## config.mk

```make
export PLATFORM = sky130hd
export DESIGN_NAME = sd_block_responder
export DESIGN_NICKNAME = d
export VERILOG_FILES = /design/src/rtl/sd_block_responder.sv
export SDC_FILE = /design/constraint.sdc
export NUM_CORES = 1
export LEC_CHECK = 0
export ABC_AREA = 1
export ABC_CLOCK_PERIOD_IN_PS = 4830
export CAP_MARGIN = 5
export CORE_ASPECT_RATIO = 0.9
export CORE_MARGIN = 8
export CORE_UTILIZATION = 50
export DETAILED_ROUTE_END_ITERATION = 12
export PLACE_DENSITY = 0.88
export SETUP_SLACK_MARGIN = 0.5
export SLEW_MARGIN = 40
export SYNTH_ARGS = -nofsm -noshare
export SYNTH_HDL_FRONTEND = slang
export SYNTH_SLANG_ARGS = --single-unit
```

## constraint.sdc

```tcl
create_clock -name clk_sys -period 4.83 [get_ports clk_sys]
set_clock_uncertainty 0.1 [all_clocks]
set_input_delay 0.966 -clock clk_sys [delete_from_list [all_inputs] [get_ports clk_sys]]
set_output_delay 0.966 -clock clk_sys [all_outputs]
set_load 0.02 [all_outputs]
```

## src/rtl/sd_block_responder.sv

```systemverilog
// Target side of the sd_lba/sd_rd/sd_wr/sd_ack block protocol, backed by a 1-cycle BRAM.
// Optional write-protect input is enabled by defining SD_RESP_WP_EN.
module sd_block_responder #(
  parameter int LBA_W = 8
) (
  input  logic             clk_sys,
  input  logic             RESET_n,
  input  logic [31:0]      sd_lba,
  input  logic             sd_rd,
  input  logic             sd_wr,
  output logic             sd_ack,
  output logic [8:0]       sd_buff_addr,
  output logic [7:0]       sd_buff_dout,
  output logic             sd_buff_wr,
  input  logic [7:0]       sd_buff_din,
  output logic [LBA_W+8:0] mem_addr,
  output logic             mem_rd,
  input  logic [7:0]       mem_dout,
  output logic             mem_wr,
  output logic [7:0]       mem_din,
`ifdef SD_RESP_WP_EN
  input  logic             wp,
`endif
  output logic             busy,
  output logic             err
);

  typedef enum logic [1:0] {
    IDLE    = 2'd0,
    XFER_RD = 2'd1,
    XFER_WR = 2'd2
  } state_t;

  state_t           state;
  logic [LBA_W-1:0] lba_q;
  logic [9:0]       cnt;
  logic             wp_q;
  logic             unused_lba;

  // Upper LBA bits alias onto the backing store on purpose.
  assign unused_lba = ^sd_lba[31:LBA_W];

  // Data paths are pass-through so BRAM/buffer latency lines up with
  // the registered strobes; gated so they read 0 outside a strobe.
  assign sd_buff_dout = sd_buff_wr ? mem_dout : 8'd0;
  assign mem_din      = mem_wr ? sd_buff_din : 8'd0;

`ifndef SD_RESP_WP_EN
  assign wp_q = 1'b0;
`endif

  always_ff @(posedge clk_sys or negedge RESET_n) begin
    if (!RESET_n) begin
      state        <= IDLE;
      lba_q        <= '0;
      cnt          <= '0;
      sd_ack       <= 1'b0;
      sd_buff_addr <= '0;
      sd_buff_wr   <= 1'b0;
      mem_addr     <= '0;
      mem_rd       <= 1'b0;
      mem_wr       <= 1'b0;
      busy         <= 1'b0;
      err          <= 1'b0;
`ifdef SD_RESP_WP_EN
      wp_q         <= 1'b0;
`endif
    end else begin
      sd_buff_wr <= 1'b0;
      mem_rd     <= 1'b0;
      mem_wr     <= 1'b0;
      unique case (state)
        IDLE: begin
          cnt <= '0;
          if (sd_rd && sd_wr) begin
            err <= 1'b1;
          end else if (sd_rd) begin
            state    <= XFER_RD;
            lba_q    <= sd_lba[LBA_W-1:0];
            sd_ack   <= 1'b1;
            busy     <= 1'b1;
            mem_rd   <= 1'b1;
            mem_addr <= {sd_lba[LBA_W-1:0], 9'd0};
          end else if (sd_wr) begin
            state        <= XFER_WR;
            lba_q        <= sd_lba[LBA_W-1:0];
            sd_ack       <= 1'b1;
            busy         <= 1'b1;
            sd_buff_addr <= 9'd0;
`ifdef SD_RESP_WP_EN
            wp_q         <= wp;
            if (wp) err  <= 1'b1;
`endif
          end
        end
        XFER_RD: begin
          if (cnt == 10'd512) begin
            state  <= IDLE;
            cnt    <= '0;
            sd_ack <= 1'b0;
            busy   <= 1'b0;
          end else begin
            cnt          <= cnt + 10'd1;
            sd_buff_wr   <= 1'b1;
            sd_buff_addr <= cnt[8:0];
            if (cnt != 10'd511) begin
              mem_rd   <= 1'b1;
              mem_addr <= {lba_q, cnt[8:0] + 9'd1};
            end
          end
        end
        XFER_WR: begin
          if (cnt == 10'd512) begin
            state  <= IDLE;
            cnt    <= '0;
            sd_ack <= 1'b0;
            busy   <= 1'b0;
          end else begin
            cnt      <= cnt + 10'd1;
            mem_wr   <= !wp_q;
            mem_addr <= {lba_q, cnt[8:0]};
            if (cnt != 10'd511)
              sd_buff_addr <= cnt[8:0] + 9'd1;
          end
        end
        default: state <= IDLE;
      endcase
    end
  end

endmodule

```

After elaboration in Yosys (flattened, before gate mapping)
Index checks and enable logic that the tools add are counted.
{"block": "op_classes", "addsub": 2, "n_eq_ne": 14, "muxes": 37, "bitwise": 1, "reduce_logical": 12}
{"op": "two-way mux 17 bit", "count": 5}
{"op": "two-way mux 9 bit", "count": 6}
{"op": "case mux 17 bit (3 select lines)", "count": 1}
{"op": "two-way mux 8 bit", "count": 4}
{"op": "case mux 9 bit (3 select lines)", "count": 1}
{"op": "case mux 10 bit (2 select lines)", "count": 1}
{"op": "inequality test 2 bit, second input constant", "count": 8}
{"op": "two-way mux 1 bit", "count": 11}
{"op": "adder 10 x 1 -> 10 bit, second input constant", "count": 1}
{"op": "equality test 10 bit, second input constant", "count": 1}
{"op": "two-way mux 10 bit", "count": 1}
{"op": "inequality test 10 x 9 -> 1 bit, second input constant", "count": 1}
{"op": "adder 9 x 1 -> 9 bit, second input constant", "count": 1}
{"op": "two-way mux 2 bit", "count": 4}
{"op": "AND reduction 7 bit", "count": 1}
{"op": "AND reduction 3 bit", "count": 2}
{"op": "AND reduction 6 bit", "count": 1}
{"op": "case mux 1 bit (2 select lines)", "count": 2}
{"op": "case mux 2 bit (2 select lines)", "count": 1}
{"op": "AND reduction 4 bit", "count": 1}
{"op": "nonzero test 2 bit", "count": 2}
{"op": "inequality test 3 bit, second input constant", "count": 1}
{"op": "nonzero test 3 bit", "count": 1}
{"op": "equality test 2 x 1 -> 1 bit, second input constant", "count": 1}
{"op": "7 further kinds", "count": 7}
{"block": "word_totals", "ff_bits": 51, "in_bits": 52, "out_inout_bits": 48, "elab_cells": 76}

Depth between registers and ports, before layout
Gate-level depths: netlist of the first run.
{"block": "logic_depth", "ltp_word": 4, "mapped_depth": 11, "ltp_nobuf": 10}

Worst setup path before layout of the first run
Ideal clock, no wire load.
{"block": "synth_path", "kind": "input to output", "from": "in sd_buff_din[0]", "to": "out mem_din[0]", "arrival_ps": 1150, "required_time_ps": 3764, "slack_ps": 2614, "path_stages": 2, "path_buffers": 0, "path_cell_list": "nand2_1 inv_1"}
{"block": "synth_between", "elab_chain_len": 1}
{"element": "start, declared", "line": "15", "source": "input logic [7:0] sd_buff_din,"}
{"element": "two-way mux 8 bit", "line": "46", "source": "assign mem_din = mem_wr ? sd_buff_din : 8'd0;"}
{"element": "end, declared", "line": "20", "source": "output logic [7:0] mem_din,"}
Every way passes these cells.

Worst setup path after layout of the first run
{"block": "layout_path", "from": "in mem_dout[2]", "to": "out sd_buff_dout[2]"}
{"block": "layout_between", "elab_chain_len": 1}
{"element": "start, declared", "line": "18", "source": "input logic [7:0] mem_dout,"}
{"element": "two-way mux 8 bit", "line": "45", "source": "assign sd_buff_dout = sd_buff_wr ? mem_dout : 8'd0;"}
{"element": "end, declared", "line": "13", "source": "output logic [7:0] sd_buff_dout,"}
Every way passes these cells.

==> results of run 1 <==
placed cells by master, fill, tap and decap left out, types with 3 or more instances in the layout:
cell             synthesis  final
o22ai_1                  5      5
inv_1                   48     48
nor2_2                   3      3
o21ai_1                  8      8
nand2_2                 14     14
nor2_4                   5      5
clkdlybuf4s50_1          0     74
nor2_1                  16     16
dfrtp_1                 51     51
nand2_1                112    112
nand3_1                 50     50
ha_1                     9      8
a21oi_1                  6      6
o21ai_0                 29     29
nand3_2                  3      3
clkbuf_8                 1      6
cell type report:
class / count / share of cell area
Multi-Input combinational cell: 275 / 0.376
Inverter: 50 / 0.0495
Sequential cell: 51 / 0.332
Clock buffer: 6 / 0.0215
Clock inverter: 1 / 0.00130
Tap cell: 72 / 0.0234
Timing Repair Buffer: 76 / 0.196
final timing paths:
check | from | to | slack, ns | cells past startpoint
max | mem_dout[2] | sd_buff_dout[2] | 1.62 | 4
min | mem_addr[11] | mem_addr[11] | 0.39 | 2
max reg2reg | state[1] | cnt[8] | 2.44 | 8
min reg2reg | mem_addr[11] | mem_addr[11] | 0.39 | 2
max in group asynchronous | RESET_n | lba_q[2] | 3.52 | 2
min in group asynchronous | RESET_n | sd_buff_addr[3] | 0.66 | 2
power groups by stage:
| stage | combinational, mW | sequential, mW | clock, mW |
|---|---|---|---|
| floorplan | 0.590 | 0.662 | 0 |
| global placement | 0.895 | 0.611 | 0 |
| detailed placement | 0.915 | 0.618 | 0 |
| CTS | 0.922 | 0.610 | 0.254 |
| global route | 1.02 | 0.626 | 0.274 |
| finish | 0.923 | 0.609 | 0.253 |
critical path, stage by stage:
cell             delay [ns]
clkdlybuf4s50_1        0.46
nand2_1                0.05
inv_1                  0.06
clkdlybuf4s50_1        0.61
Yosys cell counts, drive strengths merged:
cell type  number  share of area
nand3          54          0.098
a21oi           6         0.0099
o22ai           5          0.010
buf             9          0.029
o21ai          39          0.067
xor2            1         0.0029
ha              9          0.037
clkbuf         10          0.016
nor3            1         0.0016
inv            50          0.062
nand2         129           0.18
o31ai           1         0.0025
a21boi          1         0.0025
dfrtp          51           0.42
nor2           25          0.051
nand4           3         0.0082
a22o            1         0.0029
cells by family after synthesis:
kind of cell / count (synthesis) / share of synthesized area
fa+ha+maj: 9 / 0.0370
compound gates: 53 / 0.0945
simple gates: 212 / 0.339
flops: 51 / 0.419
xor+xnor: 1 / 0.00288
buf+inv: 69 / 0.107
registers in the layout (all words and copies together), names as in the netlist:
signal / cells
mem_addr: 17
mem_wr: 1
mem_rd: 1
state: 2
sd_buff_addr: 9
busy: 1
err: 1
sd_buff_wr: 1
cnt: 10
lba_q: 8
routing by layer:
metal  routed length, um  global-route usage
met5                   0                   0
met4                 134              0.0562
met3                 504              0.0462
met2                3820               0.288
met1                3140               0.222
metrics by stage:
stage          cell area (um2)   util  instances  worst slack (ns)
2_1_floorplan             3040      -        395              2.61
3_3_place_gp              3750  0.624        524              1.63
3_5_place_dp              3750  0.624        524              1.62
4_1_cts                   3840  0.639        531              1.62
5_1_grt                   3840  0.639        531              1.57
6_report                  3840  0.639        531              1.62
==> impl_metrics.ini, run 1 <==
[synth]
post_synth_num_cell_types = 34
synth_seq_cells = 51
yosysWarnings = 0
syn_inst = 395
seq_area_frac_synth = 0.419
synth_nets = 456
synthesis.area_um2 = 3040
syn_avg_cell_area_um2 = 7.71

[cts]
cts_buffers = 5
postCtsResizedCells = 0
htree_levels = 2
cts_tree = done
hold_buffers = 0
clock-root-buffer = clkbuf_8
clkLatencyLatePin_ns = 0.31
clockBufferDepth = 2
cts.sinks = 51
clk_pin_slew_ns = 0.09
post_cts_buffers = 0

[floorplanning]
die_w_um = 98.3
core_area_um2 = 6010
rows = 27
die_area_um2 = 8840
start_util = 0.506
num_io_pins = 100
die_height_um = 90.0

[outcome]
status = completed

[power_and_ir_drop]
swShare = 0.452
power.density_nw_per_um2 = 465
vdd_drop_max_mv = 0.296
pwr-share-clk = 0.142
switchingPower_uw = 807
p_total_mw = 1.78
p_seq_frac = 0.341
pwr-share-comb = 0.517
leakage_nw = 1.86
p_int_uw = 978

[timing]
hold_viol = 0
layout_min_cycle_time_ns = 3.21
setup-violations-final = 0
max-slew-margin-rel = 0.498
fin_tns_setup_ns = 0
worst_pin_slew_ns = 0.753
fmax_ghz = 0.312
timing.hold.ws_ns = 0.386
fin_crit_sh = 0.664
final_max_slew_viol_count = 0
grt_setup_unrepaired = false

[setup_path]
worstPathArrival_ns = 2.14
critPathRequiredTime_ns = 3.76
critPathCaptureType = primary output
crit_type = input pin to primary output
path_max_fanout = 1
critPathLaunchType = input pin

[detailed_routing]
wire_per_inst_um = 14.3
drt-pass1-iter-count = 5
viasPerCell = 5.36
wl_um = 7600
drc = 0
drtIter0Drc = 198
num_vias = 2844
detail-route-antenna-nets = 0

[cells_and_area]
n_antenna_cell = 0
syn_to_final_growth_pct = 26.2
multi_input_area_um2 = 1450
drive_above_1_share = 0.0980
nFillCells = 509
layout.nets = 520
seqCellArea_um2 = 1280

[global_routing]
antenna_found_initial = 0
grt_pass1_vias = 2714
grt.total_usage = 0.176
gr-total-overflow = 0
grt_max_degree = 52
grt_pass1_wl_um = 12900

[min_path]
hold_class = flop to flop

[placement]
port_buffers = 75
gp_congestion = 0.903
dp_hpwl_um = 5580

[run]
max-cap-violations = 0
Power figures use the tool's default switching activity.
==> inputs of run 2 (changes only) <==
--- a/config.mk
+++ b/config.mk
@@ -6,13 +6,13 @@
 export NUM_CORES = 1
 export LEC_CHECK = 0
 export ABC_AREA = 1
-export ABC_CLOCK_PERIOD_IN_PS = 4830
+export ABC_CLOCK_PERIOD_IN_PS = 2850
 export CAP_MARGIN = 5
 export CORE_ASPECT_RATIO = 0.9
 export CORE_MARGIN = 8
-export CORE_UTILIZATION = 50
+export CORE_UTILIZATION = 42
 export DETAILED_ROUTE_END_ITERATION = 12
-export PLACE_DENSITY = 0.88
+export PLACE_DENSITY = 0.79
 export SETUP_SLACK_MARGIN = 0.5
 export SLEW_MARGIN = 40
 export SYNTH_ARGS = -nofsm -noshare
==> constraint.sdc (replaced) <==
create_clock -name clk_sys -period 2.85 [get_ports clk_sys]
set_clock_uncertainty 0.1 [all_clocks]
set_input_delay 0.57 -clock clk_sys [delete_from_list [all_inputs] [get_ports clk_sys]]
set_output_delay 0.57 -clock clk_sys [all_outputs]
set_load 0.02 [all_outputs]
==> run 2 against run 1 <==
Against the previous run:
- global-route usage shrank 2.6 points
- worst hold slack lost 0.26 ns
- clock-buffer cell count shrank 1
- design area grew 2.3%
- clock power grew 140%
- sequential share of layout area shrank 0.74 points
- setup slack lost 0.92 ns
- cell count grew 4.7%
- register-to-register slack lost 1.6 ns
- largest cell class unchanged
- highest routed layer unchanged
==> impl_metrics.ini, run 2 (synthesis gave the netlist of run 1 again) <==
[outcome]
status = completed

[detailed_routing]
drtIter0Drc = 129
viasPerCell = 4.93
wl_um = 7610
wire_per_inst_um = 13.7
detail-route-antenna-nets = 0
drc = 0
num_vias = 2740
drt-pass1-iter-count = 4

[setup_path]
worstPathCellList = clkdlybuf4s50_1 -> nand2_1 -> inv_1 -> dlygate4sd2_1
crit_start = mem_dout[2]
r2r-start = cnt[0]
crit_type = input pin to primary output
worstPathArrival_ns = 1.48
path_max_fanout = 1
critPathSlowestCell = clkdlybuf4s50_1
critPathRequiredTime_ns = 2.18
cp_slowest_stage_delay_ns = 0.45
critPathCaptureType = primary output
critPathLaunchType = input pin

[cts]
cts.sinks = 51
clkLatencyLatePin_ns = 0.31
cts_tree = done
htree_levels = 2
hold_buffers = 0
clockBufferDepth = 2
cts_buffers = 5
clk_pin_slew_ns = 0.10
clock-root-buffer = clkbuf_8

[timing]
hold_viol = 0
grt_setup_unrepaired = false
fin_tns_setup_ns = 0
max-slew-margin-rel = 0.689
setup-violations-final = 0
final_max_slew_viol_count = 0
layout_min_cycle_time_ns = 2.15
worst_pin_slew_ns = 0.463
fin_crit_sh = 0.753
fmax_ghz = 0.466

[cells_and_area]
final_common_cell = nand2_1
syn_to_final_growth_pct = 29.1
drive_above_1_share = 0.104
n_antenna_cell = 0
largest_register_ffs = 17
top_regs = mem_addr (17), cnt (10), sd_buff_addr (9)
layout_common_cells = 112 x nand2_1, 58 x clkdlybuf4s50_1, 51 x dfrtp_1
stdcell_area_um2 = 3930
regMostFlops = mem_addr
layout.nets = 523

[global_routing]
antenna_found_initial = 0
grt_pass1_vias = 2718
grt.total_usage = 0.151
grt_pass1_wl_um = 13100
grt_max_degree = 52
gr-total-overflow = 0

[floorplanning]
start_util = 0.432
rows = 29
core_area_um2 = 7040
die_w_um = 106
die_area_um2 = 10200
die_height_um = 96.8
num_io_pins = 100

[placement]
port_buffers = 75
placed_cell_area_um2 = 3810
dp_hpwl_um = 5710
gp_congestion = 0.861

[run]
max-cap-violations = 0

[power_and_ir_drop]
p_total_mw = 3.19
leakage_nw = 1.96
power.density_nw_per_um2 = 811
vdd_drop_max_mv = 0.463

[min_path]
hold_class = input pin to asynchronous set/reset pin
-- run 2: cell count changes in the layout (fill, tap and decap cells not counted), moves of 2 or more --
cell,previous run,this run
dlygate4sd2_1,0,16
buf_4,1,3
bufinv_16,0,2
clkdlybuf4s50_1,74,58
-- run 2: worst max-delay path: cells and delay by family --
| family | cells | cell delay (ns) |
|---|---|---|
| buffers and inverters | 3 | 0.85 |
| and+or+nand+nor | 1 | 0.05 |
-- run 2: layer usage --
layer | vias up | wire length [um] | GRT usage
met1 | 1268 | 3410 | 0.195
met3 | 8 | 391 | 0.0312
met5 | - | 0 | 0
li1 | 1382 | - | -
met2 | 82 | 3750 | 0.246
met4 | 0 | 61 | 0.0422
-- run 2: final timing paths --
| kind | end | slack, ns | cells after the start |
|---|---|---|---|
| setup / recovery | sd_buff_dout[2] | 0.70 | 4 |
| setup reg to reg | mem_addr[7] | 0.86 | 10 |
| min in group clk_sys | mem_addr[10] | 0.38 | 2 |
| hold / removal | sd_buff_addr[5] | 0.13 | 2 |
| max in group asynchronous | cnt[6] | 2.27 | 2 |
| hold reg to reg | mem_addr[10] | 0.38 | 2 |
-- run 2: layout make-up --
cell class,instances,area [um2]
inverter,50,190
sequential,51,1280
fill,673,3110
clock buffer,5,68.8
timing repair buffer,79,768
clock inverter,3,67.6
tap,93,116
multi-input combinational,275,1440
-- run 2: power breakdown --
group	switching (mW)	internal [mW]	total [mW]
Clock	0.253	0.350	0.603
Sequential	0.135	0.897	1.03
Combinational	1.00	0.549	1.55
Total	1.39	1.80	3.19
-- run 2: per-stage QoR --
stage | hold slack (ns) | instances | setup slack [ns] | util
2_1_floorplan | 0.174 | 395 | 1.09 | -
3_3_place_gp | 0.349 | 548 | 0.441 | 0.542
3_5_place_dp | 0.364 | 548 | 0.415 | 0.542
4_1_cts | 0.154 | 556 | 0.687 | 0.558
5_1_grt | 0.152 | 556 | 0.627 | 0.558
6_report | 0.129 | 556 | 0.703 | 0.558
-- run 2: repair_timing --
| action | in CTS | in global routing |
|---|---|---|
| gates resized for setup | 16 | 0 |
| buffers inserted | 0 | 0 |
| setup endpoints to repair | 16 | 0 |
==> inputs of run 3 (changes only) <==
--- a/config.mk
+++ b/config.mk
@@ -6,7 +6,7 @@
 export NUM_CORES = 1
 export LEC_CHECK = 0
 export ABC_AREA = 1
-export ABC_CLOCK_PERIOD_IN_PS = 2850
+export ABC_CLOCK_PERIOD_IN_PS = 1900
 export CAP_MARGIN = 5
 export CORE_ASPECT_RATIO = 0.9
 export CORE_MARGIN = 8
==> constraint.sdc (replaced) <==
create_clock -name clk_sys -period 1.9 [get_ports clk_sys]
set_clock_uncertainty 0.1 [all_clocks]
set_input_delay 0.38 -clock clk_sys [delete_from_list [all_inputs] [get_ports clk_sys]]
set_output_delay 0.38 -clock clk_sys [all_outputs]
set_load 0.02 [all_outputs]
==> run 3 against run 2 <==
Against the previous run:
- non-clock buffer count rose by 43
- sequential power rose by 51%
- via count rose by 13%
- register-to-register slack got worse by 0.68 ns
- design area rose by 16%
- largest cell class unchanged
- highest routed layer unchanged
- largest power group unchanged
- wire length rose by 23%
- worst hold slack improved by 0.24 ns
- setup slack got worse by 0.52 ns
==> impl_metrics.ini, run 3 (synthesis gave the netlist of run 1 again) <==
[outcome]
status = completed

[setup_path]
crit_type = flop to flop
crit_top_cell = nand2_4
critPathRequiredTime_ns = 2.00
critPathLaunchType = flop
r2r-end = mem_addr[10]
path_buf_inv = 2
cp_slowest_stage_delay_ns = 0.44
path_max_fanout = 17
worstPathArrival_ns = 1.81
critPathSlowestCell = dfrtp_2
r2r-start = cnt[0]
critPathCaptureType = flop
worstRegToRegCells = 10
worstPathCellList = ha_4 -> nand2_4 -> nor2_4 -> buf_6 -> nand4_4 -> nand2_4 -> nor2_8 -> buf_12 -> nand3_1 -> nand2_1
critPathTopFamily = simple AND/OR/NAND/NOR gates
r2r_slack_ns = 0.18

[min_path]
holdPathStages = 2
whs_endpoint = mem_addr[9]
hp-start = mem_addr[9]
hold_class = flop to flop

[power_and_ir_drop]
power.density_nw_per_um2 = 1240
leakage_nw = 2.31
vdd_drop_max_mv = 0.787
p_total_mw = 5.68

[floorplanning]
num_io_pins = 100
die_height_um = 96.8
start_util = 0.432
die_area_um2 = 10200
rows = 29
core_area_um2 = 7040
die_w_um = 106

[run]
max-cap-violations = 0

[detailed_routing]
drc = 0
drtIter0Drc = 129
num_vias = 3088
viasPerCell = 5.13
wl_um = 9390
drt-pass1-iter-count = 4
detail-route-antenna-nets = 0
wire_per_inst_um = 15.6

[global_routing]
grt.total_usage = 0.170
gr-total-overflow = 0
grt_pass1_vias = 3007
grt_pass1_wl_um = 14600
antenna_found_initial = 0
grt_max_degree = 52

[timing]
fin_crit_sh = 0.904
worst_slack_ns = 0.183
hold_viol = 0
fmax_ghz = 0.582
worst_pin_slew_ns = 0.355
final_max_slew_viol_count = 0
timing.hold.ws_ns = 0.374
fin_tns_setup_ns = 0
layout_min_cycle_time_ns = 1.72
max-slew-margin-rel = 0.762
setup-violations-final = 0
grt_setup_unrepaired = true

[cells_and_area]
regMostFlops = mem_addr
final_common_cell = nand2_1
n_antenna_cell = 0
drive_above_1_share = 0.442
top_regs = mem_addr (17), cnt (10), sd_buff_addr (9)
nFillCells = 556
largest_register_ffs = 17
layout.nets = 569
fin_util = 0.649
layout_common_cells = 79 x nand2_1, 45 x dfrtp_1, 44 x nand3_1
syn_to_final_growth_pct = 50.1
stdcell_area_um2 = 4570
stdcell_count = 602

[placement]
dp_slack_ns = -0.234
placed_cell_area_um2 = 3970
placed_cells = 563
gp_congestion = 0.891
port_buffers = 75
dp_hpwl_um = 6000

[cts]
clk_pin_slew_ns = 0.09
clockBufferDepth = 2
clock-root-buffer = clkbuf_8
cts_buffers = 5
cts_tree = done
htree_levels = 2
cts.sinks = 51
clkLatencyLatePin_ns = 0.30
## run 3: metal layers
layer / up-vias / GRT usage / wire [um]
li1: 1489 / - / -
met1: 1470 / 0.209 / 3690
met5: - / 0 / 0
met4: 0 / 0.0497 / 161
met2: 109 / 0.294 / 4960
met3: 20 / 0.0318 / 581
## run 3: area by class of cell
class	instances	area [um2]	share of cell area
multi-input cells	278	1820	0.397
flip-flops and latches	51	1280	0.281
repair buffers	122	1060	0.232
inverters	50	208	0.0454
well taps	93	116	0.0255
clock buffers	6	72.6	0.0159
clock inverters	2	12.5	0.00274
## run 3: tightest hold or removal path, stage by stage (launching register included)
cell	delay (ns)
dfrtp_1	0.35
nand2_1	0.05
nand2_1	0.05
## run 3: power by group
group          total [mW]  internal (mW)  leakage, nW  switching (mW)
Clock               0.622          0.258       0.0412           0.363
Combinational        3.51           1.45         1.60            2.06
Sequential           1.56           1.35        0.663           0.202
Total                5.68           3.06         2.31            2.62
## run 3: worst max path at each step
stage / start / to / slack, ns / cells past startpoint
4_1_cts: cnt[0] / mem_addr[10] / 0.24 / 10
6_report: cnt[0] / mem_addr[10] / 0.18 / 10
2_1_floorplan: cnt[0] / mem_addr[12] / 0.24 / 11
3_3_place_gp: sd_rd / sd_buff_addr[0] / -0.17 / 7
5_1_grt: cnt[0] / mem_addr[10] / 0.11 / 10
3_5_place_dp: sd_rd / sd_buff_addr[2] / -0.23 / 7
## run 3: repair_timing
| item | CTS | global route |
|---|---|---|
| endpoints found under the hold margin | 51 | 0 |
| buffers inserted | 18 | 8 |
| setup endpoints to repair | 97 | 70 |
| resized for setup | 283 | 101 |
| pin swaps | 15 | 16 |
| hold buffers | 1 | 0 |
| gates cloned | 3 | 1 |
